`src/rtl/mmu_tlb_if.sv`:
```
// rtl/mmu_tlb_if.sv - core and register-side signal bundle for mmu_tlb
interface mmu_tlb_if #(
  parameter int RV   = 16,
  parameter int VA   = RV,
  parameter int PA   = RV,
  parameter int ASID = 4
);
  localparam int LSB = RV / 16;

  logic            is_pc;
  logic            is_read;
  logic            is_write;
  logic            mmu_enable;
  logic            mmu_d_proxy;
  logic            supmode;
  logic [ASID-1:0] asid;
  logic [VA-1:LSB] pcv;
  logic [VA-1:LSB] addrv;
  logic [PA-1:LSB] addrp;
  logic            mmu_miss_fault;
  logic            mmu_prot_fault;
  logic            mmu_fault;
  logic            reg_write;
  logic [1:0]      reg_sel;
  logic [RV-1:0]   reg_data;
  logic [RV-1:0]   reg_read;
  logic            mmu_busy;

  // TLB side
  modport slave (
    input  is_pc, is_read, is_write, mmu_enable, mmu_d_proxy, supmode, asid,
    input  pcv, addrv, mmu_fault, reg_write, reg_sel, reg_data,
    output addrp, mmu_miss_fault, mmu_prot_fault, reg_read, mmu_busy
  );

  // core side
  modport master (
    output is_pc, is_read, is_write, mmu_enable, mmu_d_proxy, supmode, asid,
    output pcv, addrv, mmu_fault, reg_write, reg_sel, reg_data,
    input  addrp, mmu_miss_fault, mmu_prot_fault, reg_read, mmu_busy
  );
endinterface

```
`src/rtl/mmu_tlb.sv`:
```
// rtl/mmu_tlb.sv - fully associative ASID-tagged TLB with software refill and flush sequencer
module mmu_tlb #(
  parameter int RV   = 16,
  parameter int VA   = RV,
  parameter int PA   = RV,
  parameter int PAGE = 10,
  parameter int NTLB = 8,
  parameter int ASID = 4
) (
  input  logic      clk,
  input  logic      reset,
  mmu_tlb_if.slave  bus
);
  localparam int LSB = RV / 16;
  localparam int VPN = VA - PAGE;
  localparam int PPN = PA - PAGE;
  localparam int PW  = $clog2(NTLB);

  typedef enum logic {S_IDLE, S_FLUSH} state_t;

  // flush sequencer
  state_t          state_q, state_d;
  logic [PW-1:0]   fcnt_q, fcnt_d;
  logic            fall_q, fall_d;
  logic [ASID-1:0] fasid_q, fasid_d;

  // entry array
  logic            ent_v_q    [NTLB];
  logic            ent_v_d    [NTLB];
  logic            ent_g_q    [NTLB];
  logic            ent_g_d    [NTLB];
  logic            ent_w_q    [NTLB];
  logic            ent_w_d    [NTLB];
  logic [1:0]      ent_sp_q   [NTLB];
  logic [1:0]      ent_sp_d   [NTLB];
  logic [ASID-1:0] ent_asid_q [NTLB];
  logic [ASID-1:0] ent_asid_d [NTLB];
  logic [VPN-1:0]  ent_vpn_q  [NTLB];
  logic [VPN-1:0]  ent_vpn_d  [NTLB];
  logic [PPN-1:0]  ent_ppn_q  [NTLB];
  logic [PPN-1:0]  ent_ppn_d  [NTLB];

  // replacement pointer, fault and staging-tag registers
  logic [PW-1:0]   victim_q, victim_d;
  logic [VPN-1:0]  fault_vpn_q, fault_vpn_d;
  logic            fault_ins_q, fault_ins_d;
  logic            fault_sup_q, fault_sup_d;
  logic            fault_type_q, fault_type_d;
  logic [VPN-1:0]  tag_vpn_q, tag_vpn_d;
  logic            tag_glb_q, tag_glb_d;
  logic [1:0]      tag_sp_q, tag_sp_d;

  // lookup signals
  logic [VA-1:LSB] taddr;
  logic [VPN-1:0]  t_vpn;
  logic [1:0]      space;
  logic            busy;
  logic            access;
  logic            hit;
  logic [PW-1:0]   hit_idx;
  logic [PPN-1:0]  ppn_hit;
  logic            miss_fault;
  logic            prot_fault;

  // refill slot selection
  logic            tag_hit;
  logic [PW-1:0]   tag_idx;
  logic            inv_found;
  logic [PW-1:0]   inv_idx;
  logic [PW-1:0]   slot;

  logic [RV-1:0]   rd;
  logic            unused_reg_bits;

  // Instruction fetches translate the PC; everything else (incl. writes flagged as pc) uses addrv.
  assign taddr  = (!bus.is_write && bus.is_pc) ? bus.pcv : bus.addrv;
  assign t_vpn  = taddr[VA-1:PAGE];
  assign space  = {bus.is_pc, bus.supmode & ~(bus.mmu_d_proxy & ~bus.is_pc)};
  assign busy   = (state_q == S_FLUSH);
  assign access = bus.is_pc | bus.is_read | bus.is_write;

  // Associative match; scanning downward leaves the lowest matching index.
  always_comb begin
    hit     = 1'b0;
    hit_idx = '0;
    for (int i = NTLB - 1; i >= 0; i--) begin
      if (ent_v_q[i] && (ent_vpn_q[i] == t_vpn) && (ent_sp_q[i] == space) &&
          (ent_g_q[i] || (ent_asid_q[i] == bus.asid))) begin
        hit     = 1'b1;
        hit_idx = PW'(i);
      end
    end
  end

  assign ppn_hit    = hit ? ent_ppn_q[hit_idx] : '0;
  assign miss_fault = bus.mmu_enable & access & (~hit | busy);
  assign prot_fault = bus.mmu_enable & hit & ~busy & bus.is_write & ~bus.is_pc & ~ent_w_q[hit_idx];

  assign bus.addrp          = bus.mmu_enable ? {ppn_hit, taddr[PAGE-1:LSB]} : (PA-LSB)'(taddr);
  assign bus.mmu_miss_fault = miss_fault;
  assign bus.mmu_prot_fault = prot_fault;
  assign bus.mmu_busy       = busy;

  // Refill targets: an entry already holding the staged tag, else the lowest free slot.
  always_comb begin
    tag_hit   = 1'b0;
    tag_idx   = '0;
    inv_found = 1'b0;
    inv_idx   = '0;
    for (int i = NTLB - 1; i >= 0; i--) begin
      if (ent_v_q[i] && (ent_vpn_q[i] == tag_vpn_q) && (ent_sp_q[i] == tag_sp_q) &&
          (ent_g_q[i] == tag_glb_q) && (tag_glb_q || (ent_asid_q[i] == bus.asid))) begin
        tag_hit = 1'b1;
        tag_idx = PW'(i);
      end
      if (!ent_v_q[i]) begin
        inv_found = 1'b1;
        inv_idx   = PW'(i);
      end
    end
  end

  // Register read mux; DATA and CTRL both expose busy and the victim pointer.
  always_comb begin
    rd = '0;
    case (bus.reg_sel)
      2'd0: begin
        rd[RV-1 -: VPN] = fault_vpn_q;
        rd[3]           = fault_ins_q;
        rd[2]           = fault_sup_q;
        rd[1]           = fault_type_q;
      end
      2'd1: begin
        rd[RV-1 -: VPN] = tag_vpn_q;
        rd[2]           = tag_glb_q;
        rd[1:0]         = tag_sp_q;
      end
      default: begin
        rd[PW]     = busy;
        rd[PW-1:0] = victim_q;
      end
    endcase
  end

  assign bus.reg_read    = rd;
  assign unused_reg_bits = ^bus.reg_data;

  // Next state: flush sequencing, then fault capture, then register writes (blocked while busy).
  always_comb begin
    state_d      = state_q;
    fcnt_d       = fcnt_q;
    fall_d       = fall_q;
    fasid_d      = fasid_q;
    ent_v_d      = ent_v_q;
    ent_g_d      = ent_g_q;
    ent_w_d      = ent_w_q;
    ent_sp_d     = ent_sp_q;
    ent_asid_d   = ent_asid_q;
    ent_vpn_d    = ent_vpn_q;
    ent_ppn_d    = ent_ppn_q;
    victim_d     = victim_q;
    fault_vpn_d  = fault_vpn_q;
    fault_ins_d  = fault_ins_q;
    fault_sup_d  = fault_sup_q;
    fault_type_d = fault_type_q;
    tag_vpn_d    = tag_vpn_q;
    tag_glb_d    = tag_glb_q;
    tag_sp_d     = tag_sp_q;
    slot         = victim_q;

    case (state_q)
      S_FLUSH: begin
        if (fall_q || (!ent_g_q[fcnt_q] && (ent_asid_q[fcnt_q] == fasid_q))) begin
          ent_v_d[fcnt_q] = 1'b0;
        end
        fcnt_d = fcnt_q + 1'b1;
        if (fcnt_q == PW'(NTLB - 1)) begin
          state_d = S_IDLE;
          fcnt_d  = '0;
        end
      end
      default: begin
      end
    endcase

    if (bus.mmu_fault) begin
      fault_vpn_d  = t_vpn;
      fault_ins_d  = bus.is_pc;
      fault_sup_d  = space[0];
      fault_type_d = miss_fault;
      tag_vpn_d    = t_vpn;
      tag_glb_d    = 1'b0;
      tag_sp_d     = space;
    end else if (bus.reg_write && !busy) begin
      case (bus.reg_sel)
        2'd0: begin
          fault_vpn_d  = bus.reg_data[RV-1 -: VPN];
          fault_ins_d  = bus.reg_data[3];
          fault_sup_d  = bus.reg_data[2];
          fault_type_d = bus.reg_data[1];
        end
        2'd1: begin
          tag_vpn_d = bus.reg_data[RV-1 -: VPN];
          tag_glb_d = bus.reg_data[2];
          tag_sp_d  = bus.reg_data[1:0];
        end
        2'd2: begin
          if (tag_hit) begin
            slot = tag_idx;
          end else if (inv_found) begin
            slot = inv_idx;
          end else begin
            slot     = victim_q;
            victim_d = victim_q + 1'b1;
          end
          ent_v_d[slot]    = bus.reg_data[1];
          ent_w_d[slot]    = bus.reg_data[2];
          ent_g_d[slot]    = tag_glb_q;
          ent_sp_d[slot]   = tag_sp_q;
          ent_asid_d[slot] = bus.asid;
          ent_vpn_d[slot]  = tag_vpn_q;
          ent_ppn_d[slot]  = bus.reg_data[RV-1 -: PPN];
        end
        default: begin
          if (bus.reg_data[0] || bus.reg_data[1]) begin
            state_d = S_FLUSH;
            fcnt_d  = '0;
            fall_d  = bus.reg_data[0];
            fasid_d = bus.reg_data[4 +: ASID];
          end
        end
      endcase
    end
  end

  // State registers; reset also aborts any flush in progress.
  always_ff @(posedge clk) begin
    if (reset) begin
      state_q      <= S_IDLE;
      fcnt_q       <= '0;
      fall_q       <= 1'b0;
      fasid_q      <= '0;
      victim_q     <= '0;
      fault_vpn_q  <= '0;
      fault_ins_q  <= 1'b0;
      fault_sup_q  <= 1'b0;
      fault_type_q <= 1'b0;
      tag_vpn_q    <= '0;
      tag_glb_q    <= 1'b0;
      tag_sp_q     <= '0;
      for (int i = 0; i < NTLB; i++) begin
        ent_v_q[i]    <= 1'b0;
        ent_g_q[i]    <= 1'b0;
        ent_w_q[i]    <= 1'b0;
        ent_sp_q[i]   <= '0;
        ent_asid_q[i] <= '0;
        ent_vpn_q[i]  <= '0;
        ent_ppn_q[i]  <= '0;
      end
    end else begin
      state_q      <= state_d;
      fcnt_q       <= fcnt_d;
      fall_q       <= fall_d;
      fasid_q      <= fasid_d;
      victim_q     <= victim_d;
      fault_vpn_q  <= fault_vpn_d;
      fault_ins_q  <= fault_ins_d;
      fault_sup_q  <= fault_sup_d;
      fault_type_q <= fault_type_d;
      tag_vpn_q    <= tag_vpn_d;
      tag_glb_q    <= tag_glb_d;
      tag_sp_q     <= tag_sp_d;
      ent_v_q      <= ent_v_d;
      ent_g_q      <= ent_g_d;
      ent_w_q      <= ent_w_d;
      ent_sp_q     <= ent_sp_d;
      ent_asid_q   <= ent_asid_d;
      ent_vpn_q    <= ent_vpn_d;
      ent_ppn_q    <= ent_ppn_d;
    end
  end
endmodule

```
`src/flat_wrapper.sv`:
```
// flat-port wrapper written by rule: the top's interface ports become plain ports
module mmu_tlb_flat 
#(
  parameter int RV   = 16,
  parameter int VA   = RV,
  parameter int PA   = RV,
  parameter int PAGE = 10,
  parameter int NTLB = 8,
  parameter int ASID = 4
)
  (clk, reset, bus_is_pc, bus_is_read, bus_is_write, bus_mmu_enable, bus_mmu_d_proxy, bus_supmode, bus_asid, bus_pcv, bus_addrv, bus_mmu_fault, bus_reg_write, bus_reg_sel, bus_reg_data, bus_addrp, bus_mmu_miss_fault, bus_mmu_prot_fault, bus_reg_read, bus_mmu_busy);
  mmu_tlb_if #(.RV(RV), .VA(VA), .PA(PA), .ASID(ASID)) bus_i ();
  input  logic clk;
  input  logic reset;
  input wire logic [$bits(bus_i.is_pc)-1:0] bus_is_pc;
  input wire logic [$bits(bus_i.is_read)-1:0] bus_is_read;
  input wire logic [$bits(bus_i.is_write)-1:0] bus_is_write;
  input wire logic [$bits(bus_i.mmu_enable)-1:0] bus_mmu_enable;
  input wire logic [$bits(bus_i.mmu_d_proxy)-1:0] bus_mmu_d_proxy;
  input wire logic [$bits(bus_i.supmode)-1:0] bus_supmode;
  input wire logic [$bits(bus_i.asid)-1:0] bus_asid;
  input wire logic [$bits(bus_i.pcv)-1:0] bus_pcv;
  input wire logic [$bits(bus_i.addrv)-1:0] bus_addrv;
  input wire logic [$bits(bus_i.mmu_fault)-1:0] bus_mmu_fault;
  input wire logic [$bits(bus_i.reg_write)-1:0] bus_reg_write;
  input wire logic [$bits(bus_i.reg_sel)-1:0] bus_reg_sel;
  input wire logic [$bits(bus_i.reg_data)-1:0] bus_reg_data;
  output wire logic [$bits(bus_i.addrp)-1:0] bus_addrp;
  output wire logic [$bits(bus_i.mmu_miss_fault)-1:0] bus_mmu_miss_fault;
  output wire logic [$bits(bus_i.mmu_prot_fault)-1:0] bus_mmu_prot_fault;
  output wire logic [$bits(bus_i.reg_read)-1:0] bus_reg_read;
  output wire logic [$bits(bus_i.mmu_busy)-1:0] bus_mmu_busy;
  assign bus_i.is_pc = bus_is_pc;
  assign bus_i.is_read = bus_is_read;
  assign bus_i.is_write = bus_is_write;
  assign bus_i.mmu_enable = bus_mmu_enable;
  assign bus_i.mmu_d_proxy = bus_mmu_d_proxy;
  assign bus_i.supmode = bus_supmode;
  assign bus_i.asid = bus_asid;
  assign bus_i.pcv = bus_pcv;
  assign bus_i.addrv = bus_addrv;
  assign bus_i.mmu_fault = bus_mmu_fault;
  assign bus_i.reg_write = bus_reg_write;
  assign bus_i.reg_sel = bus_reg_sel;
  assign bus_i.reg_data = bus_reg_data;
  assign bus_addrp = bus_i.addrp;
  assign bus_mmu_miss_fault = bus_i.mmu_miss_fault;
  assign bus_mmu_prot_fault = bus_i.mmu_prot_fault;
  assign bus_reg_read = bus_i.reg_read;
  assign bus_mmu_busy = bus_i.mmu_busy;
  mmu_tlb #(.RV(RV), .VA(VA), .PA(PA), .PAGE(PAGE), .NTLB(NTLB), .ASID(ASID)) u_core (.clk(clk), .reset(reset), .bus(bus_i));
endmodule
```
`config.mk`:
```
export PLATFORM = sky130hd
export DESIGN_NAME = mmu_tlb_flat
export DESIGN_NICKNAME = d
export VERILOG_FILES = /design/src/rtl/mmu_tlb_if.sv /design/src/rtl/mmu_tlb.sv /design/src/flat_wrapper.sv
export SDC_FILE = /design/constraint.sdc
export NUM_CORES = 1
export LEC_CHECK = 0
export ABC_AREA = 1
export CORE_AREA = 2 2 177 179
export DETAILED_ROUTE_END_ITERATION = 8
export DIE_AREA = 0 0 179 181
export GPL_ROUTABILITY_DRIVEN = 0
export PLACE_DENSITY = 0.62
export SLEW_MARGIN = 20
export SYNTH_ARGS = -nofsm -noshare
export SYNTH_HDL_FRONTEND = slang
export SYNTH_SLANG_ARGS = --single-unit
```
`constraint.sdc`:
```
create_clock -name clk -period 2.8 [get_ports clk]
set_input_delay 0.28 -clock clk [delete_from_list [all_inputs] [get_ports clk]]
set_output_delay 0.28 -clock clk [all_outputs]
set_load 0.03 [all_outputs]
```
==> key figures <==
Timing
  – Fin crit period: 3.11 ns
  – Fmax: 321 MHz
  – Slew Viols, Final: 0
  – Setup ws final: -0.313 ns
  – Final setup violation count: 8
  – Final hold vios: 0
  – Setup TNS Final: -1.97 ns
  – Slew Limit Headroom: 63.8%
  – RSZ-0062 raised after global routing: yes
  – Slew at the pin with the worst max-slew slack: 0.543 ns
  – Worst Skew: 0.0118 ns
  – Tcrit/Tclk final: 111%

Clocking
  – Clock root cell: clkbuf_16
  – H-tree depth: 4
  – CTS buffer count: 17
  – Later-pin clock latency in the skew report: 0.46 ns
  – TritonCTS clock tree: built
  – Clock-pin slew on the worst setup and hold paths: 0.08 ns
  – Clk buf depth: 2
  – CTS Sinks: 198

Yosys
  – Main flop type after synthesis: dfxtp_1
  – Seq/Total Area, Yosys: 32.1%
  – Mapped Cells: 2028
  – Synth Area in Compound Gates: 12.5%
  – Area leader, netlist: dfxtp_1
  – Simple-Gate Fraction of Synth Area: 39.0%
  – Post-Synth Adder-Cell Area: 0.304%
  – Count of cell types in the netlist: 46
  – Leading post-synthesis cells by cell area: dfxtp_1 (32%), nand2_1 (17%), nor2_1 (10%)
  – Syn. warnings: 0
  – Most numerous cell in the Yosys netlist: nand2_1
  – Post-Syn Area: 12400 µm²
  – Main combinational cell family by area after synthesis: simple AND/OR/NAND/NOR gates
  – Number of synthesized flops with an enable pin: 0
  – Post-Synth XOR/XNOR Area: 4.89%
  – Mean Syn Cell Area: 6.09 µm²
  – Synthesis-stage register bit count: 198
  – Synth top cells by count: nand2_1 (558), nor2_1 (328), dfxtp_1 (198)
  – Share of the synthesized area in the top cell type: 32.1%
  – Async SR Flop Fraction: 0%
  – Mux share of post-synthesis cell area: 0%

Placed design
  – Buffers added on ports: 87
  – Post-DP HPWL: 32100 µm
  – Dpl ws: -0.674 ns

Worst setup path
  – Buffers plus inverters on the worst setup path: 4
  – CP max stage cell: dfxtp_2
  – Cell Chain, Critical Path: inv_1 > nand2_1 > nand2_2 > nor2_4 > nand2_2 > nand2_2 > nand3_2 > buf_4 > o21ai_2 > nand3_2 > nand2_1 > nand3_4 > buf_12 > nand3_1 > nand2_1 > nand2_1 > nand3_2 > nand2_2 > buf_6
  – Worst Path Max Fanout: 7
  – Crit end category: primary output
  – Critical Path Stages: 19
  – Worst Path Arrival: 2.83 ns
  – R2R depth: 13
  – WP data required: 2.52 ns
  – Critical Path Max Stage Delay: 0.36 ns
  – Critical Path Source Type: register
  – CP top delay family: simple AND/OR/NAND/NOR gates
  – Kind of critical path: register to primary output

Status
  – Failing checks: negative setup slack
  – Outcome: finished with violations

Finish
  – Share of layout cells above drive strength 1: 17.7%
  – Filler cell count: 2993
  – Layout Nets: 2246
  – Diode count: 0
  – Area Growth Syn to Fin: 29.1%

Power
  – Power, Total: 0.00668 W
  – Worst vdd ir: 0.453 mV
  – Leakage: 7.38 nW
  – Pwr dens: 419 nW/µm²

Die
  – Die area: 32400 µm²
  – Core area: 30300 µm²
  – Row count: 64
  – Die height: 181 µm
  – Starting Density: 40.7%
  – Die width: 179 µm
  – # IOs: 96

Routing
  – Final WL: 44600 µm
  – Drt wl/cell: 17.2 µm
  – DRT Pass-1 Iters: 8
  – Routed Antenna Nets: 0
  – DR DRC count: 0
  – Vias/cell: 5.35
  – Iter 0 DRT Violations: 1384
  – Vias: 13800

GRT
  – All-Layer GR Usage: 27.5%
  – Grt ovf: 0
  – Global-route wire length before repair: 69100 µm
  – Number of global-route vias before repair: 12900
  – Pin count of the biggest net entering global routing: 69
  – Antenna violations before repair: 0

Min path
  – HP Class: input port to register
  – Min-Delay Path Depth: 4

Job
  – Max-Cap Viols: 0
[cell usage in the layout, fill, tap and decap left out, drive strengths merged]
cell | synthesis | routed
nor3b | 1 | 1
dfxtp | 198 | 198
nor2 | 334 | 334
dlygate4sd2 | 0 | 9
nand2 | 576 | 578
nor3 | 16 | 16
o221ai | 1 | 1
xor2 | 30 | 30
inv | 204 | 209
a22oi | 1 | 1
a211oi | 4 | 4
ha | 3 | 3
clkinvlp | 0 | 2
clkdlybuf4s50 | 0 | 58
dlymetal6s2s | 0 | 1
a21oi | 138 | 138
o31ai | 1 | 1
nand3b | 5 | 5
nor4 | 4 | 4
o32ai | 1 | 1
o22ai | 33 | 33
xnor2 | 39 | 39
nand4 | 20 | 20
o21ai | 78 | 78
or2 | 1 | 1
buf | 87 | 178
o21a | 1 | 1
o2111ai | 4 | 4
clkinv | 2 | 8
a31oi | 9 | 9
clkbuf | 33 | 18
conb | 1 | 6
o211ai | 11 | 11
and3 | 2 | 2
bufinv | 0 | 2
nand3 | 190 | 190
[through the flow]
stage          std cells  area [µm²]  util, %  hold slack [ns]
3_5_place_dp        2537       14500     47.8            0.444
3_3_place_gp        2537       14500     47.8            0.441
4_1_cts             2583       15600     51.5            0.333
5_1_grt             2590       15900     52.5            0.387
6_report            2590       15900     52.5            0.339
2_1_floorplan       2033       12400        -            0.415
[tightest hold or removal path, stage by stage]
cell and delay (ns):
dlygate4sd2_1 0.24, buf_6 0.12, nor2_1 0.04, nor2_1 0.08
[power by group]
group / switching [W] / total [W] / internal (W)
clock: 0.00128 / 0.00264 / 0.00136
combinational: 0.000703 / 0.00116 / 0.000456
sequential: 0.0000334 / 0.00288 / 0.00285
total: 0.00202 / 0.00668 / 0.00466
[final cells by class]
class                           instances  area (µm²)  area share [%]
Multi-Input combinational cell       1511        7500            47.1
Sequential cell                       198        4000            25.1
Timing Repair Buffer                  247        2530            15.9
Inverter                              206         788            4.95
Tap cell                              396         495            3.11
Clock buffer                           17         425            2.67
Clock inverter                         15         190            1.19
[sequential cells by signal (all words and copies together), names as in the netlist, 6 cells and up]
register,count
u_core.ent_vpn_q,48
u_core.ent_g_q,8
u_core.ent_asid_q,32
u_core.ent_v_q,8
u_core.ent_sp_q,16
u_core.fault_vpn_q,6
u_core.tag_vpn_q,6
u_core.ent_ppn_q,48
u_core.ent_w_q,8
[metal layers]
metal | vias up | GRT usage, % | wire, µm
met5 | - | 0 | 0
met4 | 0 | 15.1 | 2620
met3 | 143 | 4.57 | 3420
met2 | 634 | 44.5 | 20100
met1 | 6324 | 34.6 | 18400
li1 | 6748 | - | -
[worst paths after layout]
check | startpoint | end | slack (ns)
worst max register to register | u_core.tag_vpn_q[4] | u_core.ent_vpn_q[17] | 0.17
worst min-delay path | bus_asid[2] | u_core.ent_asid_q[6] | 0.34
worst max-delay path | u_core.ent_asid_q[1] | bus_addrp[10] | -0.31
worst min register to register | u_core.fall_q | u_core.fall_q | 0.46
[logic make-up (layout without fill, tap and decap cells)]
| logic type | Yosys count | count (layout) |
|---|---|---|
| AOI/OAI and AO/OA | 282 | 282 |
| and+or+nand+nor | 1149 | 1151 |
| buffers and inverters | 326 | 485 |
| xor gates and xnor gates | 69 | 69 |
| adders and majority gates | 3 | 3 |
| other | 1 | 6 |
| DFF | 198 | 198 |
[repair_timing]
action | 4_1_cts | 5_1_grt
pin swaps | 29 | 39
hold buffers | 0 | 0
cloned | 4 | 1
buffers inserted | 10 | 7
gates resized for setup | 119 | 80
setup endpoints to repair | 9 | 173
Power figures use the tool's default switching activity.
